==> src/rtl/mem_pkg.sv <==
// Shared encodings for the memory access unit: access sizes, FSM states and byte-lane enables.
// Lanes are big-endian: byte offset 0 maps to bits 31:24 (mem_be bit 3).
package mem_pkg;

  localparam logic [1:0] DS_WORD = 2'b00;
  localparam logic [1:0] DS_HALF = 2'b01;
  localparam logic [1:0] DS_BYTE = 2'b10;
  localparam logic [1:0] DS_INV  = 2'b11;

  typedef enum logic [1:0] {
    IDLE = 2'b00,
    REQ  = 2'b01,
    RESP = 2'b10,
    ERR  = 2'b11
  } state_e;

  localparam logic [3:0] BE_NONE    = 4'b0000;
  localparam logic [3:0] BE_WORD    = 4'b1111;
  localparam logic [3:0] BE_HALF_HI = 4'b1100;
  localparam logic [3:0] BE_HALF_LO = 4'b0011;
  localparam logic [3:0] BE_LANE0   = 4'b1000;

  // One-hot enable for a single byte lane at the given offset.
  function automatic logic [3:0] byte_be(input logic [1:0] ofs);
    byte_be = BE_LANE0 >> ofs;
  endfunction

  function automatic logic misaligned(input logic [1:0] ds, input logic [1:0] ofs);
    case (ds)
      DS_WORD: misaligned = (ofs != 2'b00);
      DS_HALF: misaligned = ofs[0];
      default: misaligned = 1'b0;
    endcase
  endfunction

endpackage

==> src/rtl/mem_store_align.sv <==
// Combinational store aligner: replicates right-justified store data across lanes and
// selects byte enables from size and byte offset.
import mem_pkg::*;

module mem_store_align (
  input  logic [1:0]  ds,
  input  logic [1:0]  ofs,
  input  logic [31:0] wdata,
  output logic [31:0] mem_wdata,
  output logic [3:0]  mem_be
);

  // Replicated data lets the memory pick whichever lane the enables select.
  always_comb begin
    mem_wdata = 32'h0000_0000;
    mem_be    = BE_NONE;
    case (ds)
      DS_WORD: begin
        mem_wdata = wdata;
        mem_be    = BE_WORD;
      end
      DS_HALF: begin
        mem_wdata = {2{wdata[15:0]}};
        mem_be    = ofs[1] ? BE_HALF_LO : BE_HALF_HI;
      end
      DS_BYTE: begin
        mem_wdata = {4{wdata[7:0]}};
        mem_be    = byte_be(ofs);
      end
      default: begin
        mem_wdata = 32'h0000_0000;
        mem_be    = BE_NONE;
      end
    endcase
  end

endmodule

==> src/rtl/mem_access_unit.sv <==
// Single-outstanding load/store port between the MEM stage and data memory (req/ack handshake).
// Define MEM_ALIGN_CHECK_EN to reject misaligned word/half accesses with err instead of issuing them.
import mem_pkg::*;

module mem_access_unit #(
  parameter int TIMEOUT_CYC = 255,
  parameter int CNT_W       = 8
) (
  input  logic        clk,
  input  logic        rst_n,
  input  logic        req_valid,
  output logic        req_ready,
  input  logic        req_we,
  input  logic [31:0] req_addr,
  input  logic [31:0] req_wdata,
  input  logic [1:0]  req_ds,
  input  logic        req_bitx,
  output logic        mem_req,
  output logic        mem_we,
  output logic [31:0] mem_addr,
  output logic [31:0] mem_wdata,
  output logic [3:0]  mem_be,
  input  logic        mem_ack,
  input  logic [31:0] mem_rdata,
  output logic        rd_valid,
  output logic [31:0] rd_word,
  output logic [1:0]  rd_ofs,
  output logic        rd_bitx,
  output logic [1:0]  rd_ds,
  output logic        done,
  output logic        err,
  output logic        busy
);

  localparam logic [CNT_W-1:0] TIMEOUT_VAL = CNT_W'(TIMEOUT_CYC);
  localparam bit               TIMEOUT_EN  = (TIMEOUT_CYC != 0);

  state_e           state;
  logic [CNT_W-1:0] cnt;
  logic [CNT_W-1:0] cnt_next;
  logic             lat_we;
  logic [1:0]       lat_ofs;
  logic [1:0]       lat_ds;
  logic             lat_bitx;
  logic             req_fire;
  logic             bad_req;
  logic [31:0]      al_wdata;
  logic [3:0]       al_be;

  mem_store_align u_align (
    .ds        (req_ds),
    .ofs       (req_addr[1:0]),
    .wdata     (req_wdata),
    .mem_wdata (al_wdata),
    .mem_be    (al_be)
  );

  // Request qualification and timeout counter lookahead.
  always_comb begin
    cnt_next = cnt + CNT_W'(1);
    req_fire = req_valid && req_ready;
`ifdef MEM_ALIGN_CHECK_EN
    bad_req  = (req_ds == DS_INV) || misaligned(req_ds, req_addr[1:0]);
`else
    bad_req  = (req_ds == DS_INV);
`endif
  end

  // Control FSM; every output is registered here so done/err/rd_valid are clean one-cycle pulses.
  always_ff @(posedge clk or negedge rst_n) begin
    if (!rst_n) begin
      state     <= IDLE;
      cnt       <= '0;
      lat_we    <= 1'b0;
      lat_ofs   <= 2'b00;
      lat_ds    <= 2'b00;
      lat_bitx  <= 1'b0;
      req_ready <= 1'b1;
      mem_req   <= 1'b0;
      mem_we    <= 1'b0;
      mem_addr  <= 32'h0000_0000;
      mem_wdata <= 32'h0000_0000;
      mem_be    <= BE_NONE;
      rd_valid  <= 1'b0;
      rd_word   <= 32'h0000_0000;
      rd_ofs    <= 2'b00;
      rd_bitx   <= 1'b0;
      rd_ds     <= 2'b00;
      done      <= 1'b0;
      err       <= 1'b0;
      busy      <= 1'b0;
    end else begin
      done     <= 1'b0;
      err      <= 1'b0;
      rd_valid <= 1'b0;
      case (state)
        IDLE: begin
          if (req_fire) begin
            lat_we    <= req_we;
            lat_ofs   <= req_addr[1:0];
            lat_ds    <= req_ds;
            lat_bitx  <= req_bitx;
            cnt       <= '0;
            req_ready <= 1'b0;
            busy      <= 1'b1;
            if (bad_req) begin
              state <= ERR;
              err   <= 1'b1;
            end else begin
              state     <= REQ;
              mem_req   <= 1'b1;
              mem_we    <= req_we;
              mem_addr  <= {req_addr[31:2], 2'b00};
              mem_wdata <= req_we ? al_wdata : 32'h0000_0000;
              mem_be    <= req_we ? al_be : BE_WORD;
            end
          end
        end
        REQ: begin
          cnt <= cnt_next;
          // Ack takes priority over a timeout expiring in the same cycle.
          if (mem_ack) begin
            state   <= RESP;
            mem_req <= 1'b0;
            mem_we  <= 1'b0;
            done    <= 1'b1;
            if (!lat_we) begin
              rd_valid <= 1'b1;
              rd_word  <= mem_rdata;
              rd_ofs   <= lat_ofs;
              rd_ds    <= lat_ds;
              rd_bitx  <= lat_bitx;
            end
          end else if (TIMEOUT_EN && (cnt_next == TIMEOUT_VAL)) begin
            state   <= ERR;
            mem_req <= 1'b0;
            mem_we  <= 1'b0;
            err     <= 1'b1;
          end
        end
        RESP: begin
          state     <= IDLE;
          req_ready <= 1'b1;
          busy      <= 1'b0;
        end
        ERR: begin
          state     <= IDLE;
          req_ready <= 1'b1;
          busy      <= 1'b0;
        end
        default: begin
          state     <= IDLE;
          req_ready <= 1'b1;
          busy      <= 1'b0;
          mem_req   <= 1'b0;
        end
      endcase
    end
  end

endmodule

==> config.mk <==
export PLATFORM = sky130hd
export DESIGN_NAME = mem_access_unit
export DESIGN_NICKNAME = d
export VERILOG_FILES = /design/src/rtl/mem_pkg.sv /design/src/rtl/mem_store_align.sv /design/src/rtl/mem_access_unit.sv
export SDC_FILE = /design/constraint.sdc
export NUM_CORES = 1
export LEC_CHECK = 0
export ABC_CLOCK_PERIOD_IN_PS = 2340
export CORE_ASPECT_RATIO = 1.75
export CORE_MARGIN = 5
export CORE_UTILIZATION = 40
export DETAILED_ROUTE_END_ITERATION = 6
export PLACE_DENSITY = 0.75
export SYNTH_ARGS = -nofsm -noshare
export SYNTH_HDL_FRONTEND = slang
export SYNTH_SLANG_ARGS = --single-unit
==> constraint.sdc <==
create_clock -name clk -period 2.34 [get_ports clk]
set_input_delay 0.351 -clock clk [delete_from_list [all_inputs] [get_ports clk]]
set_output_delay 0.351 -clock clk [all_outputs]
set_load 0.03 [all_outputs]
* After elaboration in Yosys (flattened, before gate mapping)
Cells that the tools add are included.
** Operators by class
- Magnitude comparators :: 0
- Shift-type cells :: 1
- Reduce and logical (&&, ||, !) cells :: 13
- Equality and inequality tests :: 10
- $mul :: 0
- Divide/modulo/power cells :: 0
- Multiplexer cells :: 34
- Bitwise operators :: 2
- Add/subtract/negate cells :: 1
** Operator list (number)
- $pmux 32 s3 :: 1
- $mux 32 :: 1
- $mux 1 :: 17
- $pmux 8 s2 :: 1
- $pmux 4 s3 :: 1
- $pmux 1 s2 :: 5
- $add 8x1->8 const B :: 1
- $eq 2x2->1 const B :: 4
- $eq 8x8->1 const B :: 1
- $mux 2 :: 4
- $mux 4 :: 2
- $mux 8 :: 1
- $reduce_and 2->1 :: 4
- $pmux 2 s3 :: 1
- $reduce_and 3->1 :: 2
- $eq 2x1->1 const B :: 2
- $logic_not 2->1 :: 2
- $ne 2x2->1 const B :: 2
- $reduce_and 4->1 :: 1
- $reduce_bool 2->1 :: 2
- $shr 4x2->4 const A :: 1
- $ne 3x3->1 const B :: 1
- $not 1->1 :: 2
- $reduce_or 2->1 :: 1
- $logic_and 1x1->1 :: 1
** Storage, ports and cells
- Bits in read-only memories :: 0
- Output and inout port bits :: 112
- Logic and storage cells :: 81
- Memories kept :: 0
- RAM bits :: 0
- Latch bits :: 0
- Flip-flop bits (word level) :: 126
- Input bits :: 104

* Longest topological paths before layout
- Word-level depth :: 5
- Depth in mapped cells :: 7
- Mapped depth without buffers :: 6

* By module
From an unflattened synthesis, not the netlist that was laid out.
** Unflattened totals
- Cells, all modules :: 554
- Area total of the unflattened synthesis :: 5514.0 µm²
** By module, submodules not included
- mem_access_unit :: area each 4978.5 µm², cells each 473, sequential area each 3154.3 µm², times used 1
- mem_store_align :: area each 535.5 µm², cells each 81, sequential area each 0.0 µm², times used 1

* Worst setup path before layout
OpenSTA, ideal clock, no wires.
- Kind :: register to register
- From :: reg cnt[0]
- To :: reg mem_req
- Required time :: 2.220 ns
- Data arrival time :: 1.780 ns
- Setup time :: 0.120 ns
- Stages on the path, launching flop included :: 7
- Setup slack :: 0.439 ns
- Period minus slack after synthesis :: 1.901 ns
- Path through :: dfrtp_1 -> ha_1 -> nand3_2 -> or3_4 -> a221oi_4 -> o211ai_2 -> o211a_1
** Between the ends
- Cells in the longest elaborated chain, start to end :: 4
** RTL lines
- start, declared :: line mem_access_unit.sv:39 : logic [CNT_W-1:0] cnt;
- start signal, assigned :: line mem_access_unit.sv:120 : cnt <= cnt_next;
- $add 8x1->8 :: line mem_access_unit.sv:60 : cnt_next = cnt + CNT_W'(1);
- $eq 8x8->1 :: line mem_access_unit.sv:134 : end else if (TIMEOUT_EN && (cnt_next == TIMEOUT_VAL)) begin
- $ne 3x3->1 (no line)
- $reduce_and 4->1 (no line)
- end signal, assigned :: line mem_access_unit.sv:79 : mem_req <= 1'b0;
- end signal, assigned :: line mem_access_unit.sv:136 : mem_req <= 1'b0;
- end signal, assigned :: line mem_access_unit.sv:155 : mem_req <= 1'b0;
- end, declared :: line mem_access_unit.sv:18 : output logic mem_req,
No other way between the ends.
A chain may end at the register's enable or synchronous reset.

* Final worst setup path
- From :: reg cnt[1]
- To :: reg mem_req
Same word-level chain as after synthesis.

==> summary.md <==
| Metric | Value |
|---|---|
| Status | `completed` |
| PwrDens | `1454 nW/µm²` |
| Mux contribution to synthesized area | `0.1057` |
| Die Span Y | `163.2 µm` |
| Total Wirelength | `15,190 µm` |
| CP required | `2.63 ns` |
| Compound-Gate Fraction of Synth Area | `0.1257` |
| Crit-path max cell delay | `0.46 ns` |
| Hold Vio Cnt, Final | `0` |
| FF-to-FF Start | `cnt[1]$_DFFE_PN0P_` |
| Initial antenna violation count | `0` |
| Max frequency | `473.1 MHz` |
| Critical-path cell list | `ha_1 > nand3_2 > or3_4 > a221oi_4 > o211ai_2 > o211a_1` |
| Simple-Gate Fraction of Synth Area | `0.1262` |
| Rows | `56` |
| Number of synthesized flops with an enable pin | `0` |
| Post-Syn Area | `5364 µm²` |
| Largest family of logic cells by synthesized area | `simple AND/OR/NAND/NOR gates` |
| Type of the worst setup path | `reg2reg` |
| Mean Syn Cell Area | `11.08 µm²` |
| Grt total ovfl | `0` |
| YS warnings | `0` |
| Skew-Pair Late Insertion Delay | `0.40 ns` |
| Max-Cap Viols | `0` |
| Post-synthesis cell type count | `49` |
| Sequential area share after synthesis | `0.5881` |
| Dpl ws | `0.1822 ns` |
| Hold crit path type | `in2async` |
| TritonCTS clock tree | `yes` |
| Worst path top cell family by delay | `compound AO/OA/AOI/OAI gates` |
| LEAKAGE | `3.752 nW` |
| Worst EP arrival | `2.40 ns` |
| CTS H-Tree Depth | `4` |
| DIE WIDTH | `97.54 µm` |
| DIE AREA | `15,920 µm²` |
| Routability cong. | `0.8279` |
| RSZ-0062 raised after global routing | `no` |
| DR WL/cell | `17.12 µm` |
| CP Capture Type | `flop` |
| Most common cell in the synthesized netlist | `nand2_1` |
| Synthesized-area fraction occupied by adder cells | `0.006531` |
| Largest net degree at the start of global routing | `63` |
| Total setup buffers inserted after CTS | `0` |
| Layout cells sized above 1 | `0.1220` |
| Worst Reg-to-Reg Cells | `6` |
| Antenna diodes | `0` |
| Core Area | `13,310 µm²` |
| Pre-antenna DRT Iters | `5` |
| Post-synth top cells | `nand2_1, dfrtp_1, o21ai_0` |
| Synth Area in XOR/XNOR | `0.003266` |
| Final Setup Violations | `0` |
| IO buf count | `213` |
| Synth area leader | `dfrtp_1` |
| Initial Util | `0.4029` |
| CTS root buf | `clkbuf_16` |
| Worst path bufs/invs | `0` |
| CP max-delay cell | `dfrtp_1` |
| Sink Count | `126` |
| Via count | `4,460` |
| Worst r2r dst | `mem_req$_DFFE_PN0P_` |
| TritonCTS Buffers | `17` |
| Clock transition at path regs | `0.06 ns` |
| Vias in the first global route | `4,827` |
| Synth top area cells | `dfrtp_1, nand2_1, mux2_2` |
| Layout Skew | `0.01002 ns` |
| Num ports | `216` |
| First-pass GRT wire length | `24,380 µm` |
| Area growth syn-to-layout | `55.05%` |
| Fraction of registers with async set/reset | `1.000` |
| HPWL Detailed | `11,330 µm` |
| Cells after Synth | `484` |
| Setup_tns | `0 ns` |
| Slew Limit Fails | `0` |
| CP startpoint kind | `flop` |
| GRT Overall Usage | `0.1922` |
| Final min period | `2.114 ns` |
| DRC errors left | `0` |
| Top FF cell, synth | `dfrtp_1` |
| Iter 0 DRT Violations | `140` |
| Final hold slack | `0.4532 ns` |
| Share of the synthesized area in the top cell type | `0.5832` |
| Design Power | `12.09 mW` |
| #FFs+latches synth | `126` |
| VDD IR max | `0.6232 mV` |
| Tcrit/Tclk final | `0.9034` |
| Worst Slack Setup Final | `0.2261 ns` |
| Reg-to-reg slack, setup | `0.23 ns` |
| Antenna Nets Post-Route | `0` |
| Fin nets | `807` |
| Vias per inst | `5.028` |
| Non-Filler Instances | `887` |
| Clock Path Buffers | `2` |
| DP Cell Count | `855` |
| CP Max Fanout | `8` |
## cell families after synthesis
group                    Yosys count
multiplexers                      52
adder cells (fa/ha/maj)            3
other                              1
buffers and inverters             46
XOR/XNOR                           2
AND/OR/NAND/NOR                  160
AO/OA/AOI/OAI                     94
flip-flops                       126
## through the flow
step | util | area [µm²]
2_1_floorplan | - | 5368
3_3_place_gp | 0.5797 | 7717
3_5_place_dp | 0.5797 | 7717
4_1_cts | 0.6247 | 8317
5_1_grt | 0.6247 | 8317
6_report | 0.6247 | 8317
## report_power, final
part | total (mW) | internal (mW) | switching, mW
Sequential | 3.77 | 3.18 | 0.595
Combinational | 5.66 | 2.48 | 3.17
Clock | 2.67 | 1.77 | 0.892
## sequential cells by signal (all words and copies together) (netlist names)
name	flops
mem_we	1
rd_ds	2
done	1
mem_addr	30
mem_req	1
mem_wdata	32
cnt	8
mem_be	4
rd_bitx	1
lat_bitx	1
rd_valid	1
req_ready	1
lat_ofs	2
rd_word	32
rd_ofs	2
state	2
err	1
lat_ds	2
lat_we	1
busy	1
## worst register-to-register path: stages, from the launching register on
cell	delay [ns]
dfrtp_1	0.46
ha_1	0.33
nand3_2	0.16
or3_4	0.42
a221oi_4	0.34
o211ai_2	0.15
o211a_1	0.15
## cell type report
type / instances / area (µm²)
clock inverter: 7 / 137.6
timing repair buffer: 229 / 2315
tap: 174 / 217.7
fill: 1100 / 4996
inverter: 14 / 52.55
multi-input combinational: 313 / 1988
clock buffer: 24 / 451.7
sequential: 126 / 3154
## per-layer routing
layer	global-route usage	wire length [µm]
met1	0.2010	5461
met2	0.3501	8151
met3	0.05427	998
met4	0.09515	576
met5	0	0
## worst max path at each step
stage                                endpoint  depth (start not counted)          startpoint
floorplan                 mem_req$_DFFE_PN0P_                          6  cnt[0]$_DFFE_PN0P_
global placement    mem_wdata[29]$_DFFE_PN0P_                          6           req_valid
detailed placement  mem_wdata[29]$_DFFE_PN0P_                          6           req_valid
CTS                       mem_req$_DFFE_PN0P_                          6  cnt[1]$_DFFE_PN0P_
global route              mem_req$_DFFE_PN0P_                          6  cnt[1]$_DFFE_PN0P_
finish                    mem_req$_DFFE_PN0P_                          6  cnt[1]$_DFFE_PN0P_
## placed cells by master (no fill, tap or decap), types with 3 or more instances in the layout
cell	netlist	routed
mux2i_1	15	15
a21oi_1	7	7
clkbuf_1	13	7
buf_12	0	5
clkdlybuf4s50_1	0	212
nand3_1	7	7
nand2_1	126	125
o21ai_0	37	37
inv_1	14	14
clkbuf_16	0	17
nor2b_1	3	3
a22o_1	32	32
mux2_2	34	34
mux2_1	3	3
dfrtp_1	125	125
nor2_1	10	9
buf_4	5	11
bufinv_16	0	4
## timing repair
item,in CTS,in global routing
gates resized for setup,0,0
hold endpoints to repair,33,0
hold buffers,1,0
Power figures use the tool's default switching activity.
